`src/rtl/instr_feeder_pkg.sv`:
```
// Shared definitions for the 9-bit processor instruction feeder: opcodes,
// FSM encoding and the word width also used by the processor control unit.
package instr_feeder_pkg;

  localparam int DATA_W_DEF = 9;

  localparam logic [2:0] OP_MV   = 3'b000;
  localparam logic [2:0] OP_MVI  = 3'b001;
  localparam logic [2:0] OP_ADD  = 3'b010;
  localparam logic [2:0] OP_SUB  = 3'b011;
  localparam logic [2:0] OP_HALT = 3'b111;

  typedef enum logic [2:0] {
    ST_IDLE  = 3'd0,
    ST_FETCH = 3'd1,
    ST_LOAD  = 3'd2,
    ST_ISSUE = 3'd3,
    ST_IMM   = 3'd4,
    ST_WAIT  = 3'd5,
    ST_HALT  = 3'd6
  } state_e;

  // Only mv/mvi/add/sub are issued; halt is handled locally, 100-110 are illegal.
  function automatic logic op_issuable(input logic [2:0] op);
    return (op == OP_MV) || (op == OP_MVI) || (op == OP_ADD) || (op == OP_SUB);
  endfunction

endpackage

```
`src/rtl/instr_feeder.sv`:
```
// Fetches instructions from a synchronous ROM and issues them one at a time to the
// processor (Run strobe + DIN word, mvi immediate on the following cycle), waiting for Done.
module instr_feeder
  import instr_feeder_pkg::*;
#(
  parameter int ADDR_W  = 5,
  parameter int DATA_W  = DATA_W_DEF,
  parameter int TIMEOUT = 8
) (
  input  logic              clk_i,
  input  logic              rst_i,
  input  logic              start_i,
  output logic [ADDR_W-1:0] mem_addr_o,
  input  logic [DATA_W-1:0] mem_data_i,
  output logic [DATA_W-1:0] din_o,
  output logic              run_o,
  input  logic              done_i,
  output logic [ADDR_W-1:0] pc_o,
  output logic              busy_o,
  output logic              halted_o,
  output logic              error_o
);

  localparam int CNT_W = $clog2(TIMEOUT + 1);
  localparam logic [CNT_W-1:0] TMO = CNT_W'(TIMEOUT);

  state_e            state_q, state_d;
  logic [ADDR_W-1:0] pc_q, pc_d;
  logic [ADDR_W-1:0] mem_addr_q, mem_addr_d;
  logic [DATA_W-1:0] din_q, din_d;
  logic              run_q, run_d;
  logic              err_q, err_d;
  logic [2:0]        op_q, op_d;
  logic [CNT_W-1:0]  cnt_q, cnt_d;

  logic [2:0]        load_op;
  logic [ADDR_W-1:0] pc_plus1, pc_plus2;
  logic [CNT_W-1:0]  cnt_inc;

  assign load_op  = mem_data_i[DATA_W-1 -: 3];
  assign pc_plus1 = pc_q + ADDR_W'(1);
  assign pc_plus2 = pc_q + ADDR_W'(2);
  assign cnt_inc  = cnt_q + CNT_W'(1);

  always_ff @(posedge clk_i or posedge rst_i) begin
    if (rst_i) begin
      state_q    <= ST_IDLE;
      pc_q       <= '0;
      mem_addr_q <= '0;
      din_q      <= '0;
      run_q      <= 1'b0;
      err_q      <= 1'b0;
      op_q       <= OP_MV;
      cnt_q      <= '0;
    end else begin
      state_q    <= state_d;
      pc_q       <= pc_d;
      mem_addr_q <= mem_addr_d;
      din_q      <= din_d;
      run_q      <= run_d;
      err_q      <= err_d;
      op_q       <= op_d;
      cnt_q      <= cnt_d;
    end
  end

  // Registered outputs are computed for the state being entered, so DIN/Run/MemAddr
  // hold the values belonging to the current state for its whole cycle.
  always_comb begin
    state_d    = state_q;
    pc_d       = pc_q;
    mem_addr_d = mem_addr_q;
    din_d      = '0;
    run_d      = 1'b0;
    err_d      = err_q;
    op_d       = op_q;
    cnt_d      = cnt_q;

    case (state_q)
      ST_IDLE, ST_HALT: begin
        if (start_i) begin
          pc_d       = '0;
          mem_addr_d = '0;
          err_d      = 1'b0;
          state_d    = ST_FETCH;
        end
      end

      ST_FETCH: begin
        mem_addr_d = pc_plus1;
        state_d    = ST_LOAD;
      end

      ST_LOAD: begin
        op_d = load_op;
        if (load_op == OP_HALT) begin
          state_d = ST_HALT;
        end else if (op_issuable(load_op)) begin
          din_d   = mem_data_i;
          run_d   = 1'b1;
          state_d = ST_ISSUE;
        end else begin
          err_d   = 1'b1;
          state_d = ST_HALT;
        end
      end

      ST_ISSUE: begin
        // ROM now returns the word at PC+1, which is the mvi immediate.
        cnt_d = '0;
        if (op_q == OP_MVI) begin
          din_d   = mem_data_i;
          state_d = ST_IMM;
        end else begin
          state_d = ST_WAIT;
        end
      end

      ST_IMM: begin
        if (done_i) begin
          pc_d       = pc_plus2;
          mem_addr_d = pc_plus2;
          state_d    = ST_FETCH;
        end else begin
          state_d = ST_WAIT;
        end
      end

      ST_WAIT: begin
        if (done_i) begin
          pc_d       = (op_q == OP_MVI) ? pc_plus2 : pc_plus1;
          mem_addr_d = (op_q == OP_MVI) ? pc_plus2 : pc_plus1;
          state_d    = ST_FETCH;
        end else begin
          cnt_d = cnt_inc;
          if (cnt_inc == TMO) begin
            err_d   = 1'b1;
            state_d = ST_HALT;
          end
        end
      end

      default: state_d = ST_IDLE;
    endcase
  end

  assign mem_addr_o = mem_addr_q;
  assign din_o      = din_q;
  assign run_o      = run_q;
  assign pc_o       = pc_q;
  assign error_o    = err_q;
  assign halted_o   = (state_q == ST_HALT);
  assign busy_o     = (state_q == ST_FETCH) || (state_q == ST_LOAD) || (state_q == ST_ISSUE)
                   || (state_q == ST_IMM)   || (state_q == ST_WAIT);

endmodule
```
`config.mk`:
```
export PLATFORM = sky130hd
export DESIGN_NAME = instr_feeder
export DESIGN_NICKNAME = d
export VERILOG_FILES = /design/src/rtl/instr_feeder_pkg.sv /design/src/rtl/instr_feeder.sv
export SDC_FILE = /design/constraint.sdc
export NUM_CORES = 1
export LEC_CHECK = 0
export ABC_CLOCK_PERIOD_IN_PS = 1900
export CORE_MARGIN = 5
export CORE_UTILIZATION = 51
export CTS_CLUSTER_SIZE = 8
export DETAILED_ROUTE_END_ITERATION = 6
export HOLD_SLACK_MARGIN = 0.06
export PLACE_DENSITY = 0.79
export SLEW_MARGIN = 20
export SYNTH_ARGS = -nofsm -noshare
export SYNTH_HDL_FRONTEND = slang
export SYNTH_SLANG_ARGS = --single-unit
export TNS_END_PERCENT = 30
```
`constraint.sdc`:
```
create_clock -name clk_i -period 1.9 [get_ports clk_i]
set_input_delay 0.285 -clock clk_i [delete_from_list [all_inputs] [get_ports clk_i]]
set_output_delay 0.285 -clock clk_i [all_outputs]
set_load 0.03 [all_outputs]
```
# == After elaboration in Yosys (flattened, before gate mapping) ==
# Index checks and enable logic that the tools add are counted.
# classes
add_sub_neg,3
eq_ne,20
n_mux,29
reduce_logical,19
# ops
operator,n
$mux W9,3
$mux W5,4
$pmux W5 S4,1
$mux W3,6
$pmux W3 S6,1
$pmux W9 S2,1
$pmux W5 S3,1
$ne A2 B2 Y1 const B,7
$eq A3 B2 Y1 const B,4
$eq A3 B3 Y1 const B,4
$eq A3 B1 Y1 const B,3
$mux W1,9
$pmux W4 S2,1
$reduce_and A4 Y1,2
$logic_or A1 B1 Y1,7
$logic_not A3 Y1,2
$reduce_and A6 Y1,1
$reduce_bool A3 Y1,2
$add A5 B1 Y5 const B,1
$add A5 B2 Y5 const B,1
$add A4 B1 Y4 const B,1
$eq A4 B4 Y1 const B,1
$mux W4,1
$reduce_and A2 Y1,2
5 further kinds,5
# totals
register_bits,31
inputBits,13
output_inout_bits,23

# == Depth between registers and ports, before layout ==
# Gate-level depths: netlist (run 1).
# logic_depth
depth_word,7
mapped_depth,6
mapped_depth_nobuf,5

# == Worst setup path after synthesis (run 1) ==
# Ideal clock, no wire load.
# synth_path
path_kind,register -> output
start,register state_q[1]
end,output busy_o
t_arrival_ps,1490
required_time_ps,1615
setup_slack_ps,125
stages_incl_launch_ff,5
n_path_buf,2
cell_sequence,dfrtp_1 -> buf_6 -> buf_2 -> nand2_1 -> a21boi_0
# synth_between
elab_chain_cells,5
# synth_lines
element,line_no,text
"start, declared",instr_feeder.sv:27,"state_e state_q, state_d;"
"start signal, assigned",instr_feeder.sv:56,state_q <= state_d;
$eq A3 B1 Y1 or $eq A3 B2 Y1 (tied branches),instr_feeder.sv:153,assign busy_o = (state_q == ST_FETCH) || (state_q == ST_LOAD) || (state_q == ST_ISSUE)
$logic_or A1 B1 Y1 (2 in a row),instr_feeder.sv:153,
$logic_or A1 B1 Y1,instr_feeder.sv:154,|| (state_q == ST_IMM) || (state_q == ST_WAIT);
$logic_or A1 B1 Y1 (*),instr_feeder.sv:154,
"end, declared",instr_feeder.sv:19,"output logic busy_o,"
# Mark *: on every way between the ends. The rest lies on a longest branch, timed or not.

# == Final worst setup path (run 1) ==
# layout_path
start,"register pc_q[1], in the netlist pc_o[1]"
end,output pc_o[1]
# layout_rtl
element,line_no,text
"start, declared",instr_feeder.sv:28,"logic [ADDR_W-1:0] pc_q, pc_d;"
"start signal, assigned",instr_feeder.sv:57,pc_q <= pc_d;
"end, declared",instr_feeder.sv:18,"output logic [ADDR_W-1:0] pc_o,"
# No word-level cell between the ends.

==> results of run 1 <==
-- metrics by stage --
step / hold WS, ns / setup WS, ns / std cells / power [mW] / util [%]
after floorplan: 0.3585 / 0.1251 / 180 / 2.391 / -
after global placement: 0.4835 / 0.09701 / 259 / 2.859 / 65.40
final: 0.3181 / 0.05845 / 269 / 3.340 / 67.52
after detailed placement: 0.4873 / 0.002539 / 259 / 2.929 / 65.40
after CTS: 0.3287 / 0.02783 / 267 / 3.297 / 66.93
after global routing: 0.3468 / 0.004636 / 269 / 3.579 / 67.52
-- layout by cell type (no fill, tap or decap), types with 3 or more instances in the layout --
cell             synthesis  final
buf_4                    2     12
mux2_2                   4      4
clkbuf_4                 0      5
dfrtp_1                 31     29
a21oi_1                 12     12
nor2b_1                  3      3
o21ai_0                 12     12
a22oi_1                  5      5
and2_1                   9      9
nand2_1                 15     15
mux2i_1                  3      3
nor2_1                   8      8
inv_1                    4      4
o31ai_1                  3      3
ha_1                     3      3
xnor2_1                  3      3
nor3_1                   5      5
clkdlybuf4s50_1          0     32
nand3_1                  4      4
nand2b_1                 3      3
-- area by class of cell --
| class | count | area [um2] |
|---|---|---|
| clock buffers | 7 | 45.04 |
| fillers | 303 | 1092 |
| clock inverters | 1 | 5.005 |
| repair buffers | 45 | 419.2 |
| flip-flops and latches | 31 | 778.2 |
| multi-input cells | 133 | 943.4 |
| well taps | 46 | 57.56 |
| inverters | 6 | 22.52 |
-- flip-flops by register name, summed over array words and instances (netlist names) --
signal / flops
pc_o: 5
run_o: 1
din_o: 9
state_q: 3
op_q: 3
error_o: 1
cnt_q: 4
mem_addr_o: 5
-- power groups by stage --
stage / combinational, mW / sequential [mW] / clock, mW
2_1_floorplan: 1.20 / 1.19 / 0
5_1_grt: 1.99 / 1.18 / 0.411
3_5_place_dp: 1.77 / 1.16 / 0
4_1_cts: 1.77 / 1.14 / 0.379
3_3_place_gp: 1.72 / 1.14 / 0
6_report: 1.82 / 1.15 / 0.370
-- logic make-up (layout without fill, tap and decap cells) --
logic type	after synthesis	count (layout)
and+or+nand+nor	67	67
AOI/OAI and AO/OA	51	51
DFF	31	31
buffers and inverters	16	59
muxes	7	7
xor gates and xnor gates	5	5
adders and majority gates	3	3
-- routing by layer --
metal	part of all wire [%]	global-route usage (%)
met5	0	0
met1	42	21.64
met4	1.6	9.328
met2	51	31.99
met3	5.4	4.493
-- path summary, 6_finish.rpt --
path | start | to | cells after the start
worst max-delay path | pc_o[1]$_DFFE_PP0P_ | pc_o[1] | 1
worst min register to register | mem_addr_o[1]$_DFFE_PP0P_ | mem_addr_o[1]$_DFFE_PP0P_ | 2
worst max register to register | state_q[2]$_DFFE_PP0P_ | mem_addr_o[4]$_DFFE_PP0P_ | 4
max in group asynchronous | rst_i | state_q[1]$_DFFE_PP0P_ | 3
worst min-delay path | rst_i | din_o[2]$_DFF_PP0_ | 3
min in group clk_i | mem_data_i[2] | din_o[2]$_DFF_PP0_ | 2
-- repair_timing --
| action | in CTS | in global routing |
|---|---|---|
| hold buffers | 0 | 0 |
| endpoints found under the setup margin | 2 | 1 |
| resized for setup | 3 | 1 |
| setup buffers | 0 | 2 |
==> summary.txt, run 1 <==
Floorplanning
  • DIE WIDTH: 69.36 um
  • Die area: 4810 um2
  • DIE HEIGHT: 69.36 um
  • Core box area: 3363 um2
  • IO Pins: 36
  • Initial Utilization: 53.42%
  • FP Rows: 21

Clocking
  • Maximum clock insertion buffer count: 2
  • Reg clk slew, reported paths: 0.10 ns
  • Later-pin clock latency in the skew report: 0.34 ns
  • Cts bufs inserted: 5
  • H-tree depth: 2
  • Clock sink total: 31
  • CTS tree: yes
  • Root Buffer: clkbuf_4

STA
  • Setup-failing EPs final: 0
  • Hold Vio Cnt, Final: 0
  • Final Max Slew Viols: 0
  • RSZ-0062 raised after global routing: false
  • Worst Tran Pin Value: 0.4561 ns
  • Tcrit/Tclk final: 96.92%
  • Final setup skew: 0.006537 ns
  • Final TNS setup: 0 ns
  • Max frequency: 543.0 MHz
  • Final min period: 1.842 ns
  • Max-slew headroom: 69.59%

Global routing
  • Grt total ovfl: 0
  • Gr usage total: 18.69%
  • First-pass GRT wire length: 7231 um
  • Vias in the first global route: 1573
  • Initial antenna violation count: 0
  • Largest net degree at the start of global routing: 32

Setup path
  • CP delay by family, top: buffers and inverters
  • Worst setup SP type: register
  • CP arrival: 1.56 ns
  • CP Class: register to primary output
  • Worst path slowest cell: clkdlybuf4s50_1
  • Worst EP required: 1.62 ns
  • Crit. End Element: primary output
  • Internal reg-to-reg setup slack: 0.24 ns
  • WP buf/inv: 1
  • Worst-path maximum fanout: 8
  • Crit path cell chain: clkdlybuf4s50_1
  • Delay of the slowest critical-path stage: 0.73 ns

Synthesis
  • Most used flip-flop cell after synthesis: dfrtp_1
  • Sequential share of the synthesized area: 43.18%
  • Largest area contributor in the synthesized netlist: dfrtp_1
  • Simple-Gate Fraction of Synth Area: 22.84%
  • Synth area leaders: dfrtp_1 43%, a21oi_1 3.3%, o21ai_0 3.3%
  • Xor and xnor area share after synthesis: 2.437%
  • Yosys top cell area share: 43.18%
  • Fraction of the mapped netlist area in adder cells: 2.089%
  • Synth Area in Compound Gates: 20.68%
  • Distinct cells, synth: 56
  • Synthesized area per cell: 9.982 um2
  • Proportion of synthesized area in mux cells: 4.178%
  • Netlist Area Pre-Place: 1797 um2
  • Main combinational cell family by area after synthesis: simple AND/OR/NAND/NOR gates
  • Synthesis warning total: 0
  • Synth Instances: 180
  • Top-count cell post-synth: dfrtp_1
  • Number of flops mapped to enable cells by yosys: 0
  • Synth Net Count: 196
  • Post-synth ARST share: 100.0%
  • Most frequent cells after synthesis: 31 x dfrtp_1, 15 x nand2_1, 12 x a21oi_1, 12 x o21ai_0, 9 x and2_1
  • Yosys reg bits: 31

Finish
  • Share of layout cells above drive strength 1: 19.28%
  • Antenna Diode Count: 0
  • Layout Nets: 238
  • Final instance area: 2271 um2
  • Area grow syn2layout: 26.39%

Power
  • Logic pwr share: 54.6%
  • Sw Ratio: 45.70%
  • Peak VDD IR: 0.8513 mV
  • Flop pwr share: 34.4%
  • Leak Pwr: 0.9777 nW
  • Cell Pwr Density: 1471 nW/um2
  • Clock Power Share: 11.1%
  • Psw: 1.527 mW
  • Internal power: 1.814 mW

Placed design
  • RD Place Congestion: 0.9140
  • DP Area: 2200 um2
  • Buffers added on ports: 35
  • HPWL after DPL: 3143 um

Detailed routing
  • First-pass iteration count of the detailed router: 4
  • Routed len/inst: 15.64 um
  • Residual DRC count: 0
  • Total Routed Length: 4206 um
  • Vias: 1539
  • Via density: 5.721
  • ANT nets after route: 0
  • DRT iter0 DRCs: 117

Job
  • Max cap viols: 0

Run status
  • Outcome: completed

Worst hold path
  • HP Class: primary input to async pin
(Power assumes the default switching activity.)
==> inputs of run 2 (changes only) <==
--- a/config.mk
+++ b/config.mk
@@ -12,6 +12,7 @@
 export DETAILED_ROUTE_END_ITERATION = 6
 export HOLD_SLACK_MARGIN = 0.06
 export PLACE_DENSITY = 0.79
+export SKIP_LAST_GASP = 1
 export SLEW_MARGIN = 20
 export SYNTH_ARGS = -nofsm -noshare
 export SYNTH_HDL_FRONTEND = slang
==> results of run 2 <==
Final layout, timing and power as in run 1 (identical DEF).
Among the figures that moved: number of gates resized after CTS 3 -> 2
